--- src/rtl/uart_pkg.sv ---
// Shared types and constants for the UART receiver with integrated receive FIFO.
//   parity_mode_e : decoded parity selection
//   rx_state_e    : receiver FSM states
//   PRESCALE_MIN  : smallest usable clocks-per-bit value
//   TUSER_*       : bit positions of the error tags in m_axis_tuser
package uart_pkg;

   typedef enum logic [1:0] {
      PAR_NONE = 2'b00,
      PAR_EVEN = 2'b01,
      PAR_ODD  = 2'b10
   } parity_mode_e;

   typedef enum logic [2:0] {
      StIdle,
      StStart,
      StData,
      StParity,
      StStop,
      StBreakWait
   } rx_state_e;

   localparam int unsigned PRESCALE_MIN = 4;

   localparam int unsigned TUSER_PARITY = 0;
   localparam int unsigned TUSER_FRAME  = 1;

   // The reserved encoding 2'b11 behaves as "no parity".
   function automatic parity_mode_e decode_parity(input logic [1:0] mode);
      case (mode)
         2'b01:   return PAR_EVEN;
         2'b10:   return PAR_ODD;
         default: return PAR_NONE;
      endcase
   endfunction

endpackage

--- src/rtl/uart_fifo.sv ---
// Synchronous FIFO with a fall-through head.
//   clk_i, rst_i   : clock, asynchronous active-high reset
//   push_i/wdata_i : write request and data; push_ok_o says whether it is taken this cycle
//   pop_ready_i    : consumer ready; a pop happens when valid_o && pop_ready_i
//   rdata_o        : head entry (zero while empty), valid_o : non-empty
//   count_o        : current occupancy
module uart_fifo #(
   parameter int unsigned WIDTH = 10,
   parameter int unsigned DEPTH = 16
) (
   input  logic                     clk_i,
   input  logic                     rst_i,
   input  logic                     push_i,
   input  logic [WIDTH-1:0]         wdata_i,
   output logic                     push_ok_o,
   input  logic                     pop_ready_i,
   output logic [WIDTH-1:0]         rdata_o,
   output logic                     valid_o,
   output logic [$clog2(DEPTH):0]   count_o
);

   localparam int unsigned AW = $clog2(DEPTH);
   localparam logic [AW:0] FullCount = (AW+1)'(DEPTH);

   logic [WIDTH-1:0] mem_q [DEPTH];
   logic [AW-1:0]    wr_ptr_q, rd_ptr_q;
   logic [AW:0]      count_q, count_d;
   logic             pop, do_push;

   assign valid_o   = (count_q != '0);
   assign pop       = valid_o & pop_ready_i;
   // A full FIFO still takes a word if the head leaves in the same cycle.
   assign push_ok_o = (count_q != FullCount) | pop;
   assign do_push   = push_i & push_ok_o;
   assign rdata_o   = valid_o ? mem_q[rd_ptr_q] : '0;
   assign count_o   = count_q;

   always_comb begin
      count_d = count_q;
      case ({do_push, pop})
         2'b10:   count_d = count_q + (AW+1)'(1);
         2'b01:   count_d = count_q - (AW+1)'(1);
         default: count_d = count_q;
      endcase
   end

   always_ff @(posedge clk_i or posedge rst_i) begin
      if (rst_i) begin
         wr_ptr_q <= '0;
         rd_ptr_q <= '0;
         count_q  <= '0;
      end else begin
         if (do_push) wr_ptr_q <= wr_ptr_q + AW'(1);
         if (pop)     rd_ptr_q <= rd_ptr_q + AW'(1);
         count_q <= count_d;
      end
   end

   always_ff @(posedge clk_i) begin
      if (do_push) mem_q[wr_ptr_q] <= wdata_i;
   end

endmodule

--- src/rtl/uart_rx_fifo.sv ---
// UART receiver with runtime parity / stop-bit selection, per-word error tags, break
// detection and a fall-through receive FIFO presented as an AXI-Stream master.
//   clk_i, rst_i          : clock, asynchronous active-high reset
//   rx_i                  : asynchronous serial input, idle high
//   prescale_i            : clocks per bit (values below PRESCALE_MIN use PRESCALE_MIN)
//   parity_mode_i         : 00 none, 01 even, 10 odd, 11 none
//   stop_bits_i           : 0 one stop bit, 1 two stop bits
//   m_axis_*              : head word, {frame_err, parity_err} tags, valid, ready
//   busy_o                : receiver not idle
//   overrun/parity/frame_error_o, break_o : single-cycle event pulses
//   fifo_count_o          : FIFO occupancy
module uart_rx_fifo
   import uart_pkg::*;
#(
   parameter int unsigned DATA_WIDTH     = 8,
   parameter int unsigned FIFO_DEPTH     = 16,
   parameter int unsigned PRESCALE_WIDTH = 16
) (
   input  logic                          clk_i,
   input  logic                          rst_i,
   input  logic                          rx_i,
   input  logic [PRESCALE_WIDTH-1:0]     prescale_i,
   input  logic [1:0]                    parity_mode_i,
   input  logic                          stop_bits_i,
   output logic [DATA_WIDTH-1:0]         m_axis_tdata,
   output logic [1:0]                    m_axis_tuser,
   output logic                          m_axis_tvalid,
   input  logic                          m_axis_tready,
   output logic                          busy_o,
   output logic                          overrun_error_o,
   output logic                          parity_error_o,
   output logic                          frame_error_o,
   output logic                          break_o,
   output logic [$clog2(FIFO_DEPTH):0]   fifo_count_o
);

   localparam int unsigned WordWidth = DATA_WIDTH + 2;
   localparam int unsigned PW        = PRESCALE_WIDTH;

   logic rx_meta_q, rx_s_q;

   rx_state_e             state_q, state_d;
   logic [PW-1:0]         cnt_q, cnt_d;
   logic [PW-1:0]         prescale_q, prescale_d;
   parity_mode_e          parity_q, parity_d;
   logic                  two_stop_q, two_stop_d;
   logic [3:0]            bit_idx_q, bit_idx_d;
   logic                  stop_idx_q, stop_idx_d;
   logic [DATA_WIDTH-1:0] shift_q, shift_d;
   logic                  par_bit_q, par_bit_d;
   logic                  par_err_q, par_err_d;
   logic                  frame_err_q, frame_err_d;

   logic                  sample, frame_err_now, push, brk, push_ok;
   logic [PW-1:0]         prescale_clamped;
   logic [WordWidth-1:0]  push_word, head_word;

   // Two-flop synchroniser; idles high so reset does not look like a start bit.
   always_ff @(posedge clk_i or posedge rst_i) begin
      if (rst_i) begin
         rx_meta_q <= 1'b1;
         rx_s_q    <= 1'b1;
      end else begin
         rx_meta_q <= rx_i;
         rx_s_q    <= rx_meta_q;
      end
   end

   assign prescale_clamped = (prescale_i < PW'(PRESCALE_MIN)) ? PW'(PRESCALE_MIN) : prescale_i;
   assign sample           = (cnt_q == '0);
   // Includes the stop sample being taken this cycle.
   assign frame_err_now    = frame_err_q | ~rx_s_q;

   always_comb begin
      state_d     = state_q;
      cnt_d       = cnt_q;
      prescale_d  = prescale_q;
      parity_d    = parity_q;
      two_stop_d  = two_stop_q;
      bit_idx_d   = bit_idx_q;
      stop_idx_d  = stop_idx_q;
      shift_d     = shift_q;
      par_bit_d   = par_bit_q;
      par_err_d   = par_err_q;
      frame_err_d = frame_err_q;
      push        = 1'b0;
      brk         = 1'b0;

      if (state_q inside {StStart, StData, StParity, StStop}) begin
         cnt_d = sample ? prescale_q - PW'(1) : cnt_q - PW'(1);
      end

      case (state_q)
         StIdle: begin
            if (!rx_s_q) begin
               prescale_d  = prescale_clamped;
               parity_d    = decode_parity(parity_mode_i);
               two_stop_d  = stop_bits_i;
               // First sample lands mid start bit.
               cnt_d       = (prescale_clamped >> 1) - PW'(1);
               bit_idx_d   = '0;
               stop_idx_d  = 1'b0;
               par_bit_d   = 1'b0;
               par_err_d   = 1'b0;
               frame_err_d = 1'b0;
               state_d     = StStart;
            end
         end
         StStart: begin
            if (sample) begin
               if (rx_s_q) begin
                  state_d = StIdle;
               end else begin
                  bit_idx_d = '0;
                  state_d   = StData;
               end
            end
         end
         StData: begin
            if (sample) begin
               shift_d = {rx_s_q, shift_q[DATA_WIDTH-1:1]};
               if (bit_idx_q == 4'(DATA_WIDTH - 1)) begin
                  stop_idx_d = 1'b0;
                  state_d    = (parity_q == PAR_NONE) ? StStop : StParity;
               end else begin
                  bit_idx_d = bit_idx_q + 4'd1;
               end
            end
         end
         StParity: begin
            if (sample) begin
               par_bit_d = rx_s_q;
               par_err_d = (^shift_q) ^ rx_s_q ^ (parity_q == PAR_ODD);
               state_d   = StStop;
            end
         end
         StStop: begin
            if (sample) begin
               if (two_stop_q && !stop_idx_q) begin
                  frame_err_d = frame_err_now;
                  stop_idx_d  = 1'b1;
               end else if (frame_err_now && (shift_q == '0) && !par_bit_q) begin
                  brk     = 1'b1;
                  state_d = StBreakWait;
               end else begin
                  push    = 1'b1;
                  state_d = frame_err_now ? StBreakWait : StIdle;
               end
            end
         end
         StBreakWait: begin
            if (rx_s_q) state_d = StIdle;
         end
         default: state_d = StIdle;
      endcase
   end

   always_ff @(posedge clk_i or posedge rst_i) begin
      if (rst_i) begin
         state_q     <= StIdle;
         cnt_q       <= '0;
         prescale_q  <= PW'(PRESCALE_MIN);
         parity_q    <= PAR_NONE;
         two_stop_q  <= 1'b0;
         bit_idx_q   <= '0;
         stop_idx_q  <= 1'b0;
         shift_q     <= '0;
         par_bit_q   <= 1'b0;
         par_err_q   <= 1'b0;
         frame_err_q <= 1'b0;
      end else begin
         state_q     <= state_d;
         cnt_q       <= cnt_d;
         prescale_q  <= prescale_d;
         parity_q    <= parity_d;
         two_stop_q  <= two_stop_d;
         bit_idx_q   <= bit_idx_d;
         stop_idx_q  <= stop_idx_d;
         shift_q     <= shift_d;
         par_bit_q   <= par_bit_d;
         par_err_q   <= par_err_d;
         frame_err_q <= frame_err_d;
      end
   end

   always_comb begin
      push_word                               = '0;
      push_word[DATA_WIDTH-1:0]               = shift_q;
      push_word[DATA_WIDTH + TUSER_PARITY]    = par_err_q;
      push_word[DATA_WIDTH + TUSER_FRAME]     = frame_err_now;
   end

   uart_fifo #(
      .WIDTH (WordWidth),
      .DEPTH (FIFO_DEPTH)
   ) u_fifo (
      .clk_i       (clk_i),
      .rst_i       (rst_i),
      .push_i      (push),
      .wdata_i     (push_word),
      .push_ok_o   (push_ok),
      .pop_ready_i (m_axis_tready),
      .rdata_o     (head_word),
      .valid_o     (m_axis_tvalid),
      .count_o     (fifo_count_o)
   );

   assign m_axis_tdata    = head_word[DATA_WIDTH-1:0];
   assign m_axis_tuser    = head_word[WordWidth-1:DATA_WIDTH];
   assign busy_o          = (state_q != StIdle);
   assign overrun_error_o = push & ~push_ok;
   assign parity_error_o  = push & par_err_q;
   assign frame_error_o   = push & frame_err_now;
   assign break_o         = brk;

endmodule

--- config.mk ---
export PLATFORM = sky130hd
export DESIGN_NAME = uart_rx_fifo
export DESIGN_NICKNAME = d
export VERILOG_FILES = /design/src/rtl/uart_pkg.sv /design/src/rtl/uart_fifo.sv /design/src/rtl/uart_rx_fifo.sv
export SDC_FILE = /design/constraint.sdc
export NUM_CORES = 1
export LEC_CHECK = 0
export ABC_CLOCK_PERIOD_IN_PS = 8050
export CAP_MARGIN = 0
export CORE_UTILIZATION = 40
export CTS_CLUSTER_DIAMETER = 30
export DETAILED_ROUTE_END_ITERATION = 10
export GPL_ROUTABILITY_DRIVEN = 1
export SLEW_MARGIN = 20
export SYNTH_ARGS = -nofsm -noshare
export SYNTH_HDL_FRONTEND = slang
export SYNTH_SLANG_ARGS = --single-unit
--- constraint.sdc ---
create_clock -name clk_i -period 8.05 [get_ports clk_i]
set_clock_uncertainty 0.15 [all_clocks]
set_input_delay 1.2075 -clock clk_i [delete_from_list [all_inputs] [get_ports clk_i]]
set_output_delay 1.2075 -clock clk_i [all_outputs]
set_load 0.1 [all_outputs]
# Word level (Yosys, flattened, before mapping)
# Memory sizes are Yosys's and may differ from the RTL's.
# Cells that the tools add are included.
# op_classes
addsub	8
muxes	49
n_reduce_logical	25
eq_ne	22
bitwise	11
magnitude_cmp	1
# op_table
cell	n
two-way mux 16 bit	5
two-way mux 3 bit	11
subtractor 16 x 1 -> 16 bit, second input constant	2
two-way mux 1 bit	19
case mux 3 bit (6 select lines)	1
zero test 16 bit	1
less-than comparator 16 x 3 -> 1 bit, second input constant	1
two-way mux 4 bit	4
!= test 2 bit, second input constant	8
subtractor 15 x 1 -> 16 bit, second input constant	1
adder 4 x 1 -> 4 bit, second input constant	3
case mux 4 bit (3 select lines)	1
two-way mux 10 bit	1
case mux 5 bit (2 select lines)	1
nonzero test 3 bit	3
zero test 8 bit	1
AND reduction 4 bit	2
AND reduction 8 bit	1
XOR reduction 8 bit	1
equality test 2 bit, second input constant	3
equality test 3 x 2 -> 1 bit, second input constant	2
equality test 3 bit, second input constant	2
case mux 1 bit (2 select lines)	3
AND reduction 6 bit	1
other kinds (23)	38
# totals
regBits	69
mem_bits_rw	160
n_memories	1
# mem_list
memory	depth	width	read_ports	rd_ports_with_merged_regs	write_ports	line_no	source
u_fifo.mem_q	16	10	1	0	1	uart_fifo.sv:25	logic [WIDTH-1:0] mem_q [DEPTH];

# Longest topological paths before layout
# depth
ltp_word	11
depth_mapped	15
mapped_depth_nobuf	14

# Hierarchy
# From an unflattened synthesis, not the netlist that was laid out.
# unflattened
hier_cells	804
area_unflattened_um2	10666.5
# modules_own_cells
module	seq_area_each_um2	n_inst	cells_per_inst	area_each_um2
uart_fifo	5129.9	1	354	7071.8
uart_rx_fifo	1405.1	1	450	3594.7

# Worst setup path after synthesis
# Ideal clock, no wire load.
# synth_path
kind	input to output
startpoint	in m_axis_tready
endpoint	out overrun_error_o
t_arrival_ns	4.522
cell_stages	2
setup_slack_ns	2.171
cell_sequence	nand3b_1 -> nor4b_1
# synth_via
elab_chain_len	4
# synth_lines
element	line_no	source
from (decl)	uart_rx_fifo.sv:28	input logic m_axis_tready,
bitwise AND 1 bit	uart_fifo.sv:31	assign pop = valid_o & pop_ready_i;
bitwise OR 1 bit	uart_fifo.sv:33	assign push_ok_o = (count_q != FullCount) | pop;
inverter 1 bit	uart_rx_fifo.sv:211	assign overrun_error_o = push & ~push_ok;
bitwise AND 1 bit	uart_rx_fifo.sv:211	
to (decl)	uart_rx_fifo.sv:30	output logic overrun_error_o,
# No other way between the ends.

# Worst setup path after layout
# layout_path
startpoint	reg cnt_q[1]
endpoint	out overrun_error_o
# layout_via
elab_chain_len	4
# layout_lines
element	line_no	source
from (decl)	uart_rx_fifo.sv:43	logic [PW-1:0] cnt_q, cnt_d;
from (signal assigned)	uart_rx_fifo.sv:173	cnt_q <= cnt_d;
zero test 16 bit	uart_rx_fifo.sv:70	assign sample = (cnt_q == '0);
two-way mux 1 bit	uart_rx_fifo.sv:138	if (sample) begin
two-way mux 1 bit	uart_rx_fifo.sv:93	case (state_q)
bitwise AND 1 bit	uart_rx_fifo.sv:211	
# No other way between the ends.

==> flow_summary.ini <==
[status]
outcome = complete, no violations

[detailed_routing]
via_count = 6511
ant_nets = 0
avgViaCountPerCell = 5.41
firstDrtPassIters = 5
routed_wl_um = 22500
initialDrtViolationCount = 588
routedWlPerCell_um = 18.7
drc_errors = 0

[timing]
tns_ns = 0
drv_slew = 0
slew_headroom = 0.318
rsz0062_at_grt = false
fin_crit_sh = 0.697
hold_viol_final = 0
fmax_mhz = 178
min_period_ns = 5.61
setup_violations = 0
tightestPinTransition_ns = 1.02
setup_slack_ns = 2.44

[hold_path]
hold_start = rx_meta_q
min_delay_path_depth = 0
min_path_type = register to register
min_to = rx_s_q

[clock_tree]
cts_resized = 0
clockRootBuffer = clkbuf_16
cts_tree = done
cts_max_level = 2
path_clk_slew_ns = 0.04
ctsHoldBuffers = 0
clk_path_buf_depth = 3
clkSinkCount = 229
postCtsSetupBuffers = 0
cts_buffers = 49
insertion_delay_ns = 0.54

[pwr]
p_sw_frac = 0.286
power.share.sequential = 0.367
p_total_uw = 4020
p_leak_uw = 0.00501
internal-power_uw = 2870
p_per_area_nw_per_um2 = 310
combPwrFrac = 0.147
vdd_drop_max_v = 0.000291
clockPowerShare = 0.486
switching_power_uw = 1150

[worst_setup_path]
timing.rr.start = rx_s_q
path_class = register to output port
start_kind = register
cp_max_fo = 13
r2r-end = u_fifo.mem_q[12][4]
r2r_cells = 8
cp.required_ns = 6.69
cp.arrival_ns = 4.26
regToRegSetupSlack_ns = 4.11
worstSetupEndpointType = output port

[synth]
synth_ff_type = edfxtp_1
synth_top_cell_by_area = edfxtp_1
netlist_area_um2 = 10600
ys_seq_area_frac = 0.618
synth_cell_types = 76
synth_top_area_frac = 0.454
synth_nets = 806
ys_ff_latch = 229
async_flop_share = 0.301
synth.top_cells.by_area = edfxtp_1, dfrtp_1, mux4_2, nand2_1, ha_1
syn_inst = 766
ys.warnings.count = 0
syn-mean-instance-area_um2 = 13.8
synth_edf_count = 160

[floorplan]
die_h_um = 165
core_area_um2 = 26000
die_w_um = 165
num_rows = 59
num_io_pins = 44
start_util = 0.407
dieArea_um2 = 27100

[cells_and_area]
layout-area-overhead-vs-synth_pct = 22.8
area.sequential_um2 = 6540
multi_input_area_um2 = 3780
layout.nets = 871
fin_cells = 1203
fillCellCount = 2254
drive_gt1_frac = 0.199
diodes = 0

[global_routing]
grt_pass1_vias = 6457
grt_use_total = 0.174
antenna_found_initial = 0
grt_max_degree = 70
overflow = 0
grt_first_pass_wirelength_um = 36300

[run]
cap_viol_max_count = 0

[placement]
gp_congestion = 0.794
place_inst = 1115
dp_hpwl_um = 14900
preCtsSetupSlack_ns = 3.06
numPortBuffers = 43
per-layer routing:
metal / global-route usage / up-vias / share of wire
li1: - / 3061 / -
met1: 0.245 / 3254 / 0.47
met2: 0.274 / 160 / 0.48
met3: 0.0306 / 36 / 0.039
met4: 0.0525 / 0 / 0.018
met5: 0 / - / 0
cell type report:
cell class                      count  area share
Clock buffer                       52      0.0977
Clock inverter                     36      0.0294
Inverter                           25     0.00723
Multi-Input combinational cell    474       0.291
Sequential cell                   229       0.504
Tap cell                          335      0.0323
Timing Repair Buffer               52      0.0384
stage by stage:
step / area (um2) / util / hold slack (ns)
final: 13000 / 0.500 / 0.203
after global routing: 13000 / 0.500 / 0.213
after CTS: 13000 / 0.500 / 0.202
after detailed placement: 11300 / 0.436 / 0.198
after global placement: 11300 / 0.436 / 0.195
after floorplan: 10600 / - / 0.195
cells in the final DEF, fill, tap and decap left out, types with 24 or more instances in the layout:
| master | Yosys | routed |
|---|---|---|
| clkbuf_16 | 0 | 50 |
| clkdlybuf4s50_1 | 0 | 43 |
| dfrtp_1 | 66 | 64 |
| edfxtp_1 | 160 | 160 |
| inv_1 | 25 | 24 |
| mux4_2 | 50 | 50 |
| nand2_1 | 96 | 96 |
| nor2_1 | 35 | 35 |
| nor3_1 | 24 | 24 |
| o21ai_0 | 38 | 38 |
how the worst max path moves through the flow:
stage | depth (start not counted) | slack (ns) | from | end
after floorplan | 2 | 2.17 | m_axis_tready | overrun_error_o
after global placement | 4 | 3.08 | m_axis_tready | overrun_error_o
after detailed placement | 5 | 3.06 | cnt_q[7] | overrun_error_o
after CTS | 5 | 2.49 | u_fifo.rd_ptr_q[0] | m_axis_tdata[6]
after global routing | 5 | 2.28 | cnt_q[7] | overrun_error_o
final | 5 | 2.44 | cnt_q[1] | overrun_error_o
cells in the mapped netlist (all sizes together), types with 4 or more instances:
cell type / count
o21ai: 39
nor2: 35
nor3: 26
a31oi: 10
edfxtp: 160
o22ai: 5
mux4: 50
clkbuf: 23
o211ai: 5
dfrtp: 66
nand2b: 9
xnor2: 20
mux2i: 4
nor4: 7
nand4: 7
inv: 25
and2: 25
or3: 6
a211oi: 6
buf: 15
nand2: 98
mux2: 7
a21oi: 20
nand3: 14
ha: 16
xor2: 7
critical path, stage by stage, from the launching register on:
cell             delay (ns)
dfrtp_1                0.43
nor3_1                 0.46
and2_0                 0.72
nand2_2                0.33
nor4b_1                0.56
clkdlybuf4s50_1        1.23
power by group through the flow:
| stage | sequential, uW | combinational, uW | clock (uW) |
|---|---|---|---|
| 2_1_floorplan | 1470 | 472 | 0 |
| 3_3_place_gp | 1490 | 585 | 0 |
| 3_5_place_dp | 1500 | 594 | 0 |
| 4_1_cts | 1480 | 596 | 1980 |
| 5_1_grt | 1490 | 636 | 2050 |
| 6_report | 1470 | 589 | 1950 |
cell families (layout without fill, tap and decap cells):
family | Yosys count | in the layout | share of synthesized area
and+or+nand+nor | 246 | 246 | 0.118
DFF | 229 | 229 | 0.618
AOI/OAI and AO/OA | 123 | 123 | 0.0771
buffers and inverters | 63 | 165 | 0.0246
muxes | 61 | 61 | 0.118
xor gates and xnor gates | 27 | 27 | 0.0224
adders and majority gates | 17 | 17 | 0.0208
flip-flops by register name, summed over array words and instances, names as in the netlist, 4 cells and up:
name	flops
cnt_q	16
bit_idx_q	4
u_fifo.mem_q	160
prescale_q	16
u_fifo.count_o	5
u_fifo.wr_ptr_q	4
shift_q	8
u_fifo.rd_ptr_q	4
Power figures use the tool's default switching activity.
